===== config.mk =====
export PLATFORM = sky130hd
export DESIGN_NAME = ahb_sram_slave
export DESIGN_NICKNAME = d
export VERILOG_FILES = /design/src/rtl/ahb_pkg.sv /design/src/rtl/ahb_sram_slave.sv
export SDC_FILE = /design/constraint.sdc
export NUM_CORES = 1
export LEC_CHECK = 0
export CAP_MARGIN = 20
export CORE_UTILIZATION = 36
export DETAILED_ROUTE_END_ITERATION = 6
export PLACE_DENSITY = 0.89
export SLEW_MARGIN = 20
export SYNTH_ARGS = -nofsm -noshare
export SYNTH_HDL_FRONTEND = slang
export SYNTH_SLANG_ARGS = --single-unit

===== constraint.sdc =====
create_clock -name clk -period 2.1 [get_ports clk]
set_input_delay 0.42 -clock clk [delete_from_list [all_inputs] [get_ports clk]]
set_output_delay 0.42 -clock clk [all_outputs]
set_load 0.02 [all_outputs]

===== src/rtl/ahb_pkg.sv =====
// Shared AHB-lite encodings used by the bus interface unit and its slaves.
package ahb_pkg;

    // Transfer type (htrans)
    localparam logic [1:0] HTRANS_IDLE   = 2'b00;
    localparam logic [1:0] HTRANS_BUSY   = 2'b01;
    localparam logic [1:0] HTRANS_NONSEQ = 2'b10;
    localparam logic [1:0] HTRANS_SEQ    = 2'b11;

    // Slave response (hresp)
    localparam logic HRESP_OKAY  = 1'b0;
    localparam logic HRESP_ERROR = 1'b1;

    // Burst type (hburst)
    localparam logic [2:0] HBURST_SINGLE = 3'b000;
    localparam logic [2:0] HBURST_INCR   = 3'b001;
    localparam logic [2:0] HBURST_WRAP4  = 3'b010;
    localparam logic [2:0] HBURST_INCR4  = 3'b011;
    localparam logic [2:0] HBURST_WRAP8  = 3'b100;
    localparam logic [2:0] HBURST_INCR8  = 3'b101;
    localparam logic [2:0] HBURST_WRAP16 = 3'b110;
    localparam logic [2:0] HBURST_INCR16 = 3'b111;

    // NONSEQ and SEQ both carry a real transfer; IDLE and BUSY do not.
    function automatic logic htrans_active(input logic [1:0] trans);
        return trans[1];
    endfunction

endpackage


===== src/rtl/ahb_sram_slave.sv =====
// AHB-lite slave fronting a single-port synchronous SRAM. Handles single and
// burst beats, inserts WAIT_CYCLES wait states per data phase and answers
// out-of-range addresses with the two-cycle ERROR response.
module ahb_sram_slave
    import ahb_pkg::*;
#(
    parameter int BUSD_WIDTH  = 8,
    parameter int BUSA_WIDTH  = 24,
    parameter int MEM_AW      = 16,
    parameter int WAIT_CYCLES = 0
) (
    input  logic                  clk,
    input  logic                  hreset_n,
    input  logic                  hsel,
    input  logic [BUSA_WIDTH-1:0] haddr,
    input  logic                  hwrite,
    input  logic [2:0]            hburst,
    input  logic [1:0]            htrans,
    input  logic [BUSD_WIDTH-1:0] hwdata,
    output logic                  hready,
    output logic                  hresp,
    output logic [BUSD_WIDTH-1:0] hrdata,
    output logic                  sram_cs,
    output logic                  sram_we,
    output logic [MEM_AW-1:0]     sram_addr,
    output logic [BUSD_WIDTH-1:0] sram_wdata,
    input  logic [BUSD_WIDTH-1:0] sram_rdata
);

    typedef enum logic [2:0] {
        ST_IDLE,
        ST_WAIT,
        ST_RDISS,
        ST_RDDAT,
        ST_WR,
        ST_ERR1,
        ST_ERR2
    } state_t;

    // Counter reload value; a zero-wait configuration never enters ST_WAIT.
    localparam logic [3:0] WAIT_LOAD = 4'((WAIT_CYCLES == 0) ? 0 : WAIT_CYCLES - 1);

    state_t              state_q;
    state_t              state_nxt;
    logic [3:0]          wait_cnt_q;
    logic [3:0]          wait_cnt_nxt;
    logic                hready_q;
    logic                hresp_q;
    logic [MEM_AW-1:0]   addr_p1;
    logic                write_p1;
    logic                accept;
    logic                addr_err;

    // States in which the current data phase finishes (hready high).
    function automatic logic ready_of(input state_t s);
        return (s == ST_IDLE) || (s == ST_RDDAT) || (s == ST_WR) || (s == ST_ERR2);
    endfunction

    // States that drive the ERROR response.
    function automatic logic resp_of(input state_t s);
        return ((s == ST_ERR1) || (s == ST_ERR2)) ? HRESP_ERROR : HRESP_OKAY;
    endfunction

    assign accept   = hsel && htrans_active(htrans) && hready_q;
    assign addr_err = |haddr[BUSA_WIDTH-1:MEM_AW];

    // Next-state and wait-counter decode; hready-high states behave like ST_IDLE.
    always_comb begin
        state_nxt    = state_q;
        wait_cnt_nxt = wait_cnt_q;
        case (state_q)
            ST_IDLE, ST_RDDAT, ST_WR, ST_ERR2: begin
                if (accept) begin
                    if (addr_err) begin
                        state_nxt = ST_ERR1;
                    end else if (WAIT_CYCLES == 0) begin
                        state_nxt = hwrite ? ST_WR : ST_RDISS;
                    end else begin
                        state_nxt    = ST_WAIT;
                        wait_cnt_nxt = WAIT_LOAD;
                    end
                end else begin
                    state_nxt = ST_IDLE;
                end
            end
            ST_WAIT: begin
                if (wait_cnt_q == 4'd0) begin
                    state_nxt = write_p1 ? ST_WR : ST_RDISS;
                end else begin
                    wait_cnt_nxt = wait_cnt_q - 4'd1;
                end
            end
            ST_RDISS: state_nxt = ST_RDDAT;
            ST_ERR1:  state_nxt = ST_ERR2;
            default:  state_nxt = ST_IDLE;
        endcase
    end

    // FSM state register with registered hready/hresp derived from the next state.
    always_ff @(posedge clk) begin
        if (!hreset_n) begin
            state_q    <= ST_IDLE;
            wait_cnt_q <= 4'd0;
            hready_q   <= 1'b1;
            hresp_q    <= HRESP_OKAY;
        end else begin
            state_q    <= state_nxt;
            wait_cnt_q <= wait_cnt_nxt;
            hready_q   <= ready_of(state_nxt);
            hresp_q    <= resp_of(state_nxt);
        end
    end

    // ---- address phase -> data phase boundary ----
    // Address-phase capture; only meaningful while a data phase is in flight,
    // so it carries no reset.
    always_ff @(posedge clk) begin
        if (accept) begin
            addr_p1  <= haddr[MEM_AW-1:0];
            write_p1 <= hwrite;
        end
    end

    assign hready = hready_q;
    assign hresp  = hresp_q;

    // SRAM strobes come only from data-phase states, so at most one access per cycle.
    assign sram_cs    = (state_q == ST_RDISS) || (state_q == ST_WR);
    assign sram_we    = (state_q == ST_WR);
    assign sram_addr  = sram_cs ? addr_p1 : '0;
    assign sram_wdata = (state_q == ST_WR) ? hwdata : '0;
    assign hrdata     = (state_q == ST_RDDAT) ? sram_rdata : '0;

    // Burst type is not decoded, but an accepted beat should still carry a defined one.
    a_hburst_known: assert property (@(posedge clk) disable iff (!hreset_n)
        accept |-> !$isunknown(hburst));

endmodule


==> impl_metrics.py, run 1 <==
metrics = {
    "cts": {
        "cts.clk_slew.worst_paths_ns": 0.15,
        "cts_buffers": 3,
        "htree_levels": 1,
        "clk_latency_ns": 0.32,
        "clock_sinks": 26,
        "cts_tree": "built",
        "cts_buffer_depth": 2,
        "cts-root-buf": "clkbuf_4",
    },
    "synth": {
        "avgSynthCellArea_um2": 11.8,
        "yosysSeqAreaShare": 0.533,
        "syn_nets": 160,
        "ys_ff_latch": 26,
        "syn-instance-count": 110,
        "ys_warn_count": 0,
        "synth_area_um2": 1290,
        "netlist-cell-type-count": 34,
    },
    "outcome": {
        "status": "finished, final reports clean",
    },
    "power_and_ir_drop": {
        "internal_power_uw": 908,
        "sequentialPowerShare": 0.487,
        "clockPowerShare": 0.286,
        "ir_worst_vdd_mv": 0.273,
        "p_total_mw": 1.19,
        "switching_share": 0.238,
        "switchingPower_uw": 283,
        "pwr-share-comb": 0.227,
        "p_leak_nw": 0.928,
        "power_density_nw_per_um2": 559,
    },
    "worst_hold_path": {
        "hp-start": "wait_cnt_q[1]",
        "min_path_type": "register to register",
    },
    "timing": {
        "rsz0062_at_grt": "false",
        "tns_ns": 0,
        "hold_viol": 0,
        "finalCritPeriodShare": 0.938,
        "max_slew_margin": 0.723,
        "setup_viol": 0,
        "slew_viol_final": 0,
        "tightest_slew_ns": 0.415,
        "fmax_mhz": 508,
        "finClkSkew_ns": 0.0122,
        "min_period_ns": 1.97,
    },
    "critical_path": {
        "worstSetupStartpointType": "register",
        "critPathRequiredTime_ns": 1.68,
        "crit_path_start": "state_q[2]",
        "critPathCaptureType": "output port",
        "cp_max_fo": 9,
        "cp.arrival_ns": 1.55,
        "worstSetupPathType": "register to output port",
        "r2r-start": "state_q[2]",
    },
    "route": {
        "via_per_inst": 4.79,
        "drt-initial-drc-count": 26,
        "ant_nets": 0,
        "wl_per_cell_um": 12.1,
        "drc": 0,
        "vias": 1158,
        "firstDrtPassIters": 4,
        "routed_wl_um": 2920,
    },
    "run": {
        "cap_violations": 0,
    },
    "finish": {
        "layout.cells.non_filler": 242,
        "design_area_um2": 2130,
        "fin_nets": 247,
        "syn_to_final_growth_pct": 64.6,
        "post-route-util": 0.629,
        "n_antenna_cell": 0,
        "final_common_cell": "clkdlybuf4s50_1",
        "nFillCells": 281,
        "layout_common_cells": "clkdlybuf4s50_1, and2_1, edfxtp_1, dlygate4sd2_1, clkbuf_2",
        "drive_gt1_frac": 0.189,
    },
    "placed_design": {
        "dp_hpwl_um": 2310,
        "port_buffers": 80,
        "placed_cells": 237,
        "placed_area_um2": 2160,
        "gp_congestion": 0.870,
    },
    "grt": {
        "grt_pass1_wl_um": 4340,
        "grt_max_degree": 18,
        "grt_pass1_vias": 1073,
        "antenna_found_initial": 0,
        "grt.total_usage": 0.157,
        "grt_overflow": 0,
    },
    "die": {
        "fp.dieH_um": 62.0,
        "dieArea_um2": 3840,
        "initial_core_util": 0.382,
        "row_count": 21,
        "core_um2": 3390,
        "ios": 85,
        "die_w_um": 62.0,
    },
}
## final timing paths
check	end	slack, ns	cells past startpoint
min reg2reg	wait_cnt_q[1]	0.54	2
min	wait_cnt_q[1]	0.54	2
max reg2reg	hready	0.38	6
max	hrdata[1]	0.13	4
## what timing repair did
item / 4_1_cts / 5_1_grt
setup buffers: 0 / 0
gates resized for setup: 37 / 34
hold buffers: 0 / 0
gates cloned: 0 / 1
pin swaps: 0 / 0
endpoints found under the setup margin: 34 / 25
## synthesized netlist by cell type (all sizes together)
cell / n / share of area
nor3: 2 / 0.012
and3: 8 / 0.039
a32oi: 1 / 0.0068
dfxtp: 9 / 0.14
edfxtp: 17 / 0.39
nor4: 2 / 0.033
nor2: 6 / 0.017
ha: 1 / 0.0097
a221o: 1 / 0.0077
and2: 24 / 0.12
buf: 3 / 0.018
nand2b: 2 / 0.0097
or3b: 1 / 0.0068
a211oi: 2 / 0.012
nand3: 4 / 0.015
inv: 5 / 0.014
o32a: 1 / 0.0077
a31oi: 1 / 0.016
nor3b: 3 / 0.021
xor2: 3 / 0.020
a21o: 1 / 0.0058
a21oi: 3 / 0.012
nand2: 2 / 0.0058
xnor2: 3 / 0.026
clkbuf: 2 / 0.014
nor2b: 2 / 0.015
nand3b: 1 / 0.0058
## sequential cells by signal (all words and copies together), names as in the netlist
signal and cells:
addr_p1 16, wait_cnt_q 4, hresp 1, state_q 3, write_p1 1, hready 1
## metal layers
| layer | routed length, um | global-route usage | share of wire |
|---|---|---|---|
| met3 | 368 | 0.0600 | 0.13 |
| met4 | 51 | 0.0698 | 0.017 |
| met1 | 1090 | 0.162 | 0.37 |
| met2 | 1410 | 0.283 | 0.48 |
| met5 | 0 | 0 | 0 |
## per-stage QoR
stage          hold WS, ns  setup slack (ns)
2_1_floorplan        0.491             0.429
3_3_place_gp         0.501            0.0339
3_5_place_dp         0.525          -0.00350
4_1_cts              0.544            0.0757
5_1_grt              0.572            0.0239
6_report             0.541             0.131
## worst max-delay path, stage by stage (launching register included)
cell and delay, ns:
dfxtp_2 0.37, buf_4 0.17, nor2b_4 0.18, and3_1 0.20, clkdlybuf4s15_1 0.31
## kinds of logic after synthesis
kind of cell	count (synthesis)	synth area share
and+or+nand+nor	57	0.297
DFF	26	0.533
AOI/OAI and AO/OA	10	0.0676
buffers and inverters	10	0.0464
xor gates and xnor gates	6	0.0464
adders and majority gates	1	0.00966
## power groups by stage
stage / combinational (mW) / sequential, mW / clock, mW
final: 0.271 / 0.581 / 0.340
after global routing: 0.294 / 0.584 / 0.373
after CTS: 0.276 / 0.579 / 0.352
after detailed placement: 0.298 / 0.590 / 0
after global placement: 0.293 / 0.589 / 0
after floorplan: 0.129 / 0.589 / 0
## final cells by class
class / instances / area, um^2 / area share
timing repair buffer: 86 / 744 / 0.349
clock buffer: 3 / 22.5 / 0.0106
sequential: 26 / 696 / 0.326
inverter: 5 / 18.8 / 0.00880
multi-input combinational: 75 / 563 / 0.264
clock inverter: 1 / 30.0 / 0.0141
tap: 46 / 57.6 / 0.0270
Power figures use the tool's default switching activity.
==> run 2, diff against run 1 <==
Settings changed: HOLD_SLACK_MARGIN set to 0.02, REMOVE_ABC_BUFFERS set to 1.
==> run 2 against run 1 <==
  * Utilization shrank 1.1 points
  * Setup slack improved by 0.015 ns
  * Sequential share of layout area rose by 0.43 points
  * Largest power group unchanged
  * Power down 11%
  * Largest cell class unchanged
==> impl_metrics.py, run 2 (synthesis results as in run 1) <==
metrics = {
    "worst_hold_path": {
        "hp-start": "wait_cnt_q[1]",
        "min_path_type": "register to register",
    },
    "critical_path": {
        "worstSetupPathType": "register to output port",
        "cp.arrival_ns": 1.53,
        "critPathCaptureType": "output port",
        "r2r-start": "wait_cnt_q[0]",
        "worstSetupStartpointType": "register",
        "critPathRequiredTime_ns": 1.68,
        "cp_max_fo": 9,
        "crit_path_start": "state_q[2]",
    },
    "grt": {
        "grt.total_usage": 0.144,
        "grt_overflow": 0,
        "antenna_found_initial": 0,
        "grt_max_degree": 18,
        "grt_pass1_wl_um": 3860,
        "grt_pass1_vias": 898,
    },
    "cts": {
        "cts_tree": "built",
        "clock_sinks": 26,
        "cts_buffers": 3,
        "cts.clk_slew.worst_paths_ns": 0.12,
        "cts_buffer_depth": 2,
        "htree_levels": 1,
        "cts-root-buf": "clkbuf_4",
        "clk_latency_ns": 0.31,
    },
    "power_and_ir_drop": {
        "power_density_nw_per_um2": 504,
        "p_leak_nw": 0.931,
        "ir_worst_vdd_mv": 0.241,
    },
    "route": {
        "vias": 1083,
        "via_per_inst": 4.48,
        "drc": 0,
        "ant_nets": 0,
        "wl_per_cell_um": 11.2,
        "firstDrtPassIters": 4,
        "drt-initial-drc-count": 28,
        "routed_wl_um": 2720,
    },
    "timing": {
        "setup_viol": 0,
        "fmax_mhz": 512,
        "finClkSkew_ns": 0.00680,
        "max_slew_margin": 0.717,
        "rsz0062_at_grt": "false",
        "hold_viol": 0,
        "hold_ws_ns": 0.527,
        "min_period_ns": 1.95,
        "tightest_slew_ns": 0.423,
        "slew_viol_final": 0,
        "finalCritPeriodShare": 0.930,
        "tns_ns": 0,
    },
    "outcome": {
        "status": "finished, final reports clean",
    },
    "finish": {
        "largest_register_ffs": 16,
        "reg_top3": "addr_p1: 16 flops, wait_cnt_q: 4 flops, state_q: 3 flops",
        "drive_gt1_frac": 0.179,
        "regMostFlops": "addr_p1",
        "layout_common_cells": "clkdlybuf4s50_1, and2_1, edfxtp_1, dlygate4sd2_1, clkbuf_2",
        "syn_to_final_growth_pct": 61.6,
        "n_antenna_cell": 0,
        "layout.cells.non_filler": 242,
        "final_common_cell": "clkdlybuf4s50_1",
        "fin_nets": 247,
    },
    "die": {
        "row_count": 21,
        "fp.dieH_um": 62.0,
        "dieArea_um2": 3840,
        "die_w_um": 62.0,
        "ios": 85,
        "core_um2": 3390,
        "initial_core_util": 0.382,
    },
    "run": {
        "cap_violations": 0,
    },
    "placed_design": {
        "dp_hpwl_um": 2310,
        "placed_cells": 238,
        "port_buffers": 80,
        "gp_congestion": 0.749,
    },
}
run 2: cell count changes in the layout (fill, tap and decap cells not counted), sizes merged:
cell / delta
nor3b: -1
dlymetal6s2s: +1
clkbuf: +1
clkdlybuf4s15: -1
bufinv: -1
buf: +1
run 2: power by group:
part           switching (mW)  total (mW)  internal, mW
combinational           0.124       0.270         0.146
sequential            0.00868       0.578         0.569
clock                   0.133       0.207        0.0741
total                   0.265        1.06         0.790
run 2: per-layer routing:
metal	GRT usage	wire length, um	vias to the layer above
met5	0	0	-
met4	0.0667	40	0
met3	0.0373	309	5
met2	0.243	1310	70
met1	0.170	1060	456
li1	-	-	552
run 2: layout make-up:
type	count	area [um^2]
well taps	46	57.6
inverters	5	18.8
fillers	275	1300
repair buffers	87	754
multi-input cells	74	544
flip-flops and latches	26	692
clock buffers	4	26.3
run 2: worst paths after layout:
path	to	slack [ns]	cells past startpoint
hold reg to reg	wait_cnt_q[1]	0.53	2
hold / removal	wait_cnt_q[1]	0.53	2
setup reg to reg	hready	0.39	6
setup / recovery	hrdata[5]	0.15	4
run 2: through the flow:
step,utilization,power (mW),setup WS [ns],area (um^2)
global placement,0.639,0.883,0.0404,2160
finish,0.618,1.06,0.146,2090
detailed placement,0.639,0.890,0.0184,2160
global route,0.618,1.12,0.0509,2090
floorplan,-,0.708,0.154,1250
CTS,0.635,1.07,0.0370,2150
run 2: critical path: stages, from the launching register on:
cell and delay [ns]:
dfxtp_1 0.35, buf_4 0.17, nor2b_4 0.19, and3_1 0.18, dlygate4sd2_1 0.34
run 2: timing repair:
action	CTS	global route
gates cloned	0	0
hold buffers	0	0
setup buffers	0	0
resized for setup	34	33
endpoints found under the setup margin	34	17
==> RTL change 1 (flow settings as in run 1) <==
The 7 states of `state_t` get a one-hot encoding in 7 bits.
--- a/src/rtl/ahb_sram_slave.sv
+++ b/src/rtl/ahb_sram_slave.sv
@@ -28,12 +28,12 @@
 );
 
-    typedef enum logic [2:0] {
-        ST_IDLE,
-        ST_WAIT,
-        ST_RDISS,
-        ST_RDDAT,
-        ST_WR,
-        ST_ERR1,
-        ST_ERR2
+    typedef enum logic [6:0] {
+        ST_IDLE  = 7'b0000001,
+        ST_WAIT  = 7'b0000010,
+        ST_RDISS = 7'b0000100,
+        ST_RDDAT = 7'b0001000,
+        ST_WR    = 7'b0010000,
+        ST_ERR1  = 7'b0100000,
+        ST_ERR2  = 7'b1000000
     } state_t;
 
Check against the original RTL: no difference found for any inputs over 10 cycles, from zero or initial values and one cycle with hreset_n low; not proved beyond that.
==> RTL change 1 against run 1 <==
Sequential cell count increased by 4; design area increased by 9.1%; routed wire length increased by 9.4%; critical path type unchanged; highest routed layer unchanged; synthesized area increased by 9.6%; setup slack got worse by 0.049 ns; clock skew decreased by 0.010 ns.
Power is not compared: it rests on default switching activity, and its combinational part moved more than twofold at a synthesized area within 25%.
==> RTL change 1: results (changes against run 1) <==
status finished, final reports clean; largest net degree at the start of global routing 18 (unchanged); Lkg Pwr approximately 0.00099 uW; drt pass-1 iters 4 (unchanged); root buffer cell clkbuf_8; WL/cell 11.9 um (-1.2%); Seq/Total Area, Yosys 54.3% (+0.99 points); share of cells above drive strength 1 26.4% (+7.5 points); clock buffer depth 2 (unchanged); later-pin clock latency in the skew report 0.28 ns (-0.04 ns); Synth async-reset ratio 0% (unchanged); Net Count, Synth 175 (+9.4%); dpl hpwl 2440 um (+5.6%); ANT cells 0 (unchanged); vias in the first global route 1,084 (+1.0%); initial antenna violation count 0 (unchanged); WP data arrival 1.60 ns (+0.05 ns); Place WS -0.0414 ns (-0.0379 ns); Tightest Pin Transition 0.462 ns (+0.0476 ns); first-pass GRT wire length 5020 um (+16%); Total Nets Final 269 (+8.9%); Overall Global Routing Usage 16.3% (+0.53 points); clock slew seen by the registers of the worst setup and hold paths 0.06 ns (-0.09 ns); Worst Skew 0.00219 ns (-0.00999 ns); biggest regs addr_p1 (16), state_q (7), wait_cnt_q (4); I/O Buffers 80 (unchanged); Vias/cell 4.64 (-3.1%); Synth top cells by count 38 x and2_1, 17 x edfxtp_1, 13 x dfxtp_1; Post-Place Cell Area 2330 sq um (+8.2%); GP Congestion 0.857 (-1.5%); critical path's slowest cell dfxtp_1; Max IR drop VDD between 400 and 500 uV; DR iter-0 viols 30 (+15%); Synth area leaders edfxtp_1 36%, dfxtp_1 18%, and2_1 17%; critical path fanouts, max 6 (-3); Hold WC Path Type reg -> reg; slowest stage delay, CP 0.33 ns (-0.04 ns); TritonCTS Buffers 5 (+2); H-tree levels 2 (+1)
-- RTL change 1: timing repair --
action                                  4_1_cts  5_1_grt
gates cloned                                  0        0
resized for setup                            62       41
endpoints found under the setup margin       34       32
pin swaps                                     0        1
buffers inserted                              0        1
hold buffers                                  0        0
-- RTL change 1: final timing paths --
path / slack [ns] / depth (start not counted) / end / from
worst min register to register: 0.53 / 1 / wait_cnt_q[1]$_SDFFE_PN0P_ / wait_cnt_q[1]$_SDFFE_PN0P_
worst max register to register: 0.44 / 6 / wait_cnt_q[0]$_SDFFE_PN0P_ / wait_cnt_q[0]$_SDFFE_PN0P_
worst max-delay path: 0.08 / 4 / hrdata[0] / state_q[1]$_SDFF_PN0_
worst min-delay path: 0.53 / 1 / wait_cnt_q[1]$_SDFFE_PN0P_ / wait_cnt_q[1]$_SDFFE_PN0P_
-- RTL change 1: cell type report --
| cell class | count | area [sq um] |
|---|---|---|
| clock inverters | 2 | 12.5 |
| repair buffers | 90 | 747 |
| clock buffers | 6 | 82.6 |
| multi-input cells | 90 | 644 |
| well taps | 48 | 60.1 |
| inverters | 2 | 7.51 |
| flip-flops and latches | 30 | 772 |
| fillers | 306 | 1390 |
-- RTL change 1: report_power, final --
group / internal, uW / total [uW] / leakage, uW / switching [uW]
Combinational: 86.5 / 123 / 0.000681 / 36.5
Clock: 263 / 473 / 0.0000472 / 211
Sequential: 642 / 647 / 0.000265 / 4.96
-- RTL change 1: logic make-up (layout without fill, tap and decap cells) --
kind of cell | count (synthesis) | in the layout | share of synthesized area [%]
AO/OA/AOI/OAI | 9 | 9 | 5.29
XOR/XNOR | 6 | 6 | 3.70
adder cells (fa/ha/maj) | 1 | 1 | 0.882
buffers and inverters | 5 | 100 | 1.41
flip-flops | 30 | 30 | 54.3
AND/OR/NAND/NOR | 74 | 74 | 34.4
-- RTL change 1: per-stage QoR --
stage	hold slack, ns	instances
global route	0.539	268
CTS	0.529	267
finish	0.529	268
detailed placement	0.516	259
global placement	0.511	259
floorplan	0.494	125
-- RTL change 1: critical path: cells and delay by family, from the launching register on --
kind / cells / cell delay, ns
AND/OR/NAND/NOR: 3 / 0.71
buffers and inverters: 1 / 0.29
flip-flops: 1 / 0.33
-- RTL change 1: metal layers --
layer,up-vias,track usage [%],share of wire (%)
met5,-,0,0
met4,0,7.50,1.4
met3,4,6.69,8.4
met2,54,28.3,51
met1,557,16.9,39
li1,628,-,-
==> RTL change 2 (flow settings as in run 1) <==
Made on the original files. Set the parameter `WAIT_CYCLES` to 1 (it was 0).
--- a/src/rtl/ahb_sram_slave.sv
+++ b/src/rtl/ahb_sram_slave.sv
@@ -8,5 +8,5 @@
     parameter int BUSA_WIDTH  = 24,
     parameter int MEM_AW      = 16,
-    parameter int WAIT_CYCLES = 0
+    parameter int WAIT_CYCLES = 1
 ) (
     input  logic                  clk,
Check against the original RTL: not equivalent (a bounded check fails within 4 cycles, from zero or initial values and one cycle with hreset_n low).
==> RTL change 2 against run 1 <==
Die area grew 1.1%; largest power group unchanged; critical path type unchanged; sequential share of layout area decreased by 1.2 points; sequential cell count unchanged; clock power is 2% lower; setup slack better by 0.0013 ns; design area up 3.3%; critical endpoint is now sram_addr[8]; worst hold slack improved by 0.019 ns; routed wire length shrank 1.8%; count of clock-buffer cells in the layout unchanged; synthesized area up 1.2%; total power down 0.40%.
==> RTL change 2: results (changes against run 1) <==
critical path fanouts, max 17 (+8); Vias/cell 4.56 (-4.7%); post-placement cell count 243 (+2.5%); status finished, final reports clean; Synth top cells by count 24 x and2_1, 17 x edfxtp_1, 9 x dfxtp_1; Seq/Total Area, Yosys 52.7% (-0.61 points); dpl hpwl 2310 um (-0.29%); setup ws final 0.133 ns (+0.00131 ns); TritonCTS Buffers 3 (unchanged); Syn Inst Count 115 (+4.5%); Worst Skew 0.0135 ns (+0.00131 ns); DRT Wirelength 2860 um (-1.8%); met3 WL 152 um (-59%); Post-Place Cell Area 2190 sq um (+1.5%); share of cells above drive strength 1 11.4% (-7.4 points); Overall Global Routing Usage 15.8% (+0.025 points); Sw Ratio 23.0% (-0.80 points); met1 wire length 1340 um (+23%); vias in the first global route 1,026 (-4.4%); Place WS 0.0486 ns (+0.0521 ns); first-pass GRT wire length 4920 um (+13%); Max IR drop VDD 312 uV (+14%); met1 global-route usage 21.6% (+5.4 points); drt pass-1 iters 4 (unchanged); Lkg Pwr 0.00101 uW (+8.9%); R2R setup slack 0.49 ns (+0.11 ns); DR iter-0 viols 28 (+7.7%); Synth async-reset ratio 0% (unchanged); Total Nets Final 253 (+2.4%); Crit Reg-Reg Endpoint hresp$_SDFF_PN0_; via count 1,126 (-2.8%); Critical Path End sram_addr[8]; met3 Track Usage GR 2.57% (-3.4 points); Synth area leaders edfxtp_1 39%, dfxtp_1 14%, and2_1 11%; R2R Path Start wait_cnt_q[0]$_SDFFE_PN0P_; library cells used by synthesis 36 (+5.9%); GP Congestion 0.723 (-17%); Tightest Pin Transition 0.399 ns (-0.0156 ns); GR Layer Usage met2 26.5% (-1.8 points); Net Count, Synth 166 (+3.8%); met2 WL 1360 um (-3.3%)
-- RTL change 2: cell families (layout without fill, tap and decap cells) --
| logic type | count (synthesis) | after routing | share of synthesized area (%) |
|---|---|---|---|
| simple gates | 56 | 56 | 27.6 |
| fa+ha+maj | 2 | 2 | 1.91 |
| flops | 26 | 26 | 52.7 |
| compound gates | 16 | 16 | 10.0 |
| buf+inv | 10 | 96 | 3.82 |
| xor+xnor | 5 | 5 | 3.92 |
-- RTL change 2: worst min-delay path by stage --
stage,endpoint,slack [ns]
final,wait_cnt_q[1]$_SDFFE_PN0P_,0.56
after global routing,wait_cnt_q[1]$_SDFFE_PN0P_,0.60
after CTS,wait_cnt_q[1]$_SDFFE_PN0P_,0.56
after detailed placement,wait_cnt_q[3]$_SDFFE_PN0P_,0.54
after global placement,wait_cnt_q[3]$_SDFFE_PN0P_,0.52
after floorplan,hready$_SDFF_PN1_,0.50
-- RTL change 2: area by class of cell --
| type | count | area (sq um) |
|---|---|---|
| clock buffers | 3 | 22.5 |
| clock inverters | 1 | 30.0 |
| fillers | 283 | 1210 |
| inverters | 5 | 18.8 |
| multi-input cells | 79 | 569 |
| flip-flops and latches | 26 | 693 |
| well taps | 46 | 57.6 |
| repair buffers | 87 | 811 |
-- RTL change 2: repair_timing --
action | CTS | global route
gates resized for setup | 36 | 0
setup endpoints to repair | 34 | 0
buffers inserted | 0 | 0
endpoints found under the hold margin | 0 | 0
hold buffers | 0 | 0
-- RTL change 2: power by group through the flow --
stage / combinational, uW / clock (uW) / sequential (uW)
global route: 298 / 358 / 583
finish: 275 / 332 / 579
detailed placement: 300 / 0 / 590
global placement: 295 / 0 / 589
CTS: 277 / 341 / 580
floorplan: 131 / 0 / 588
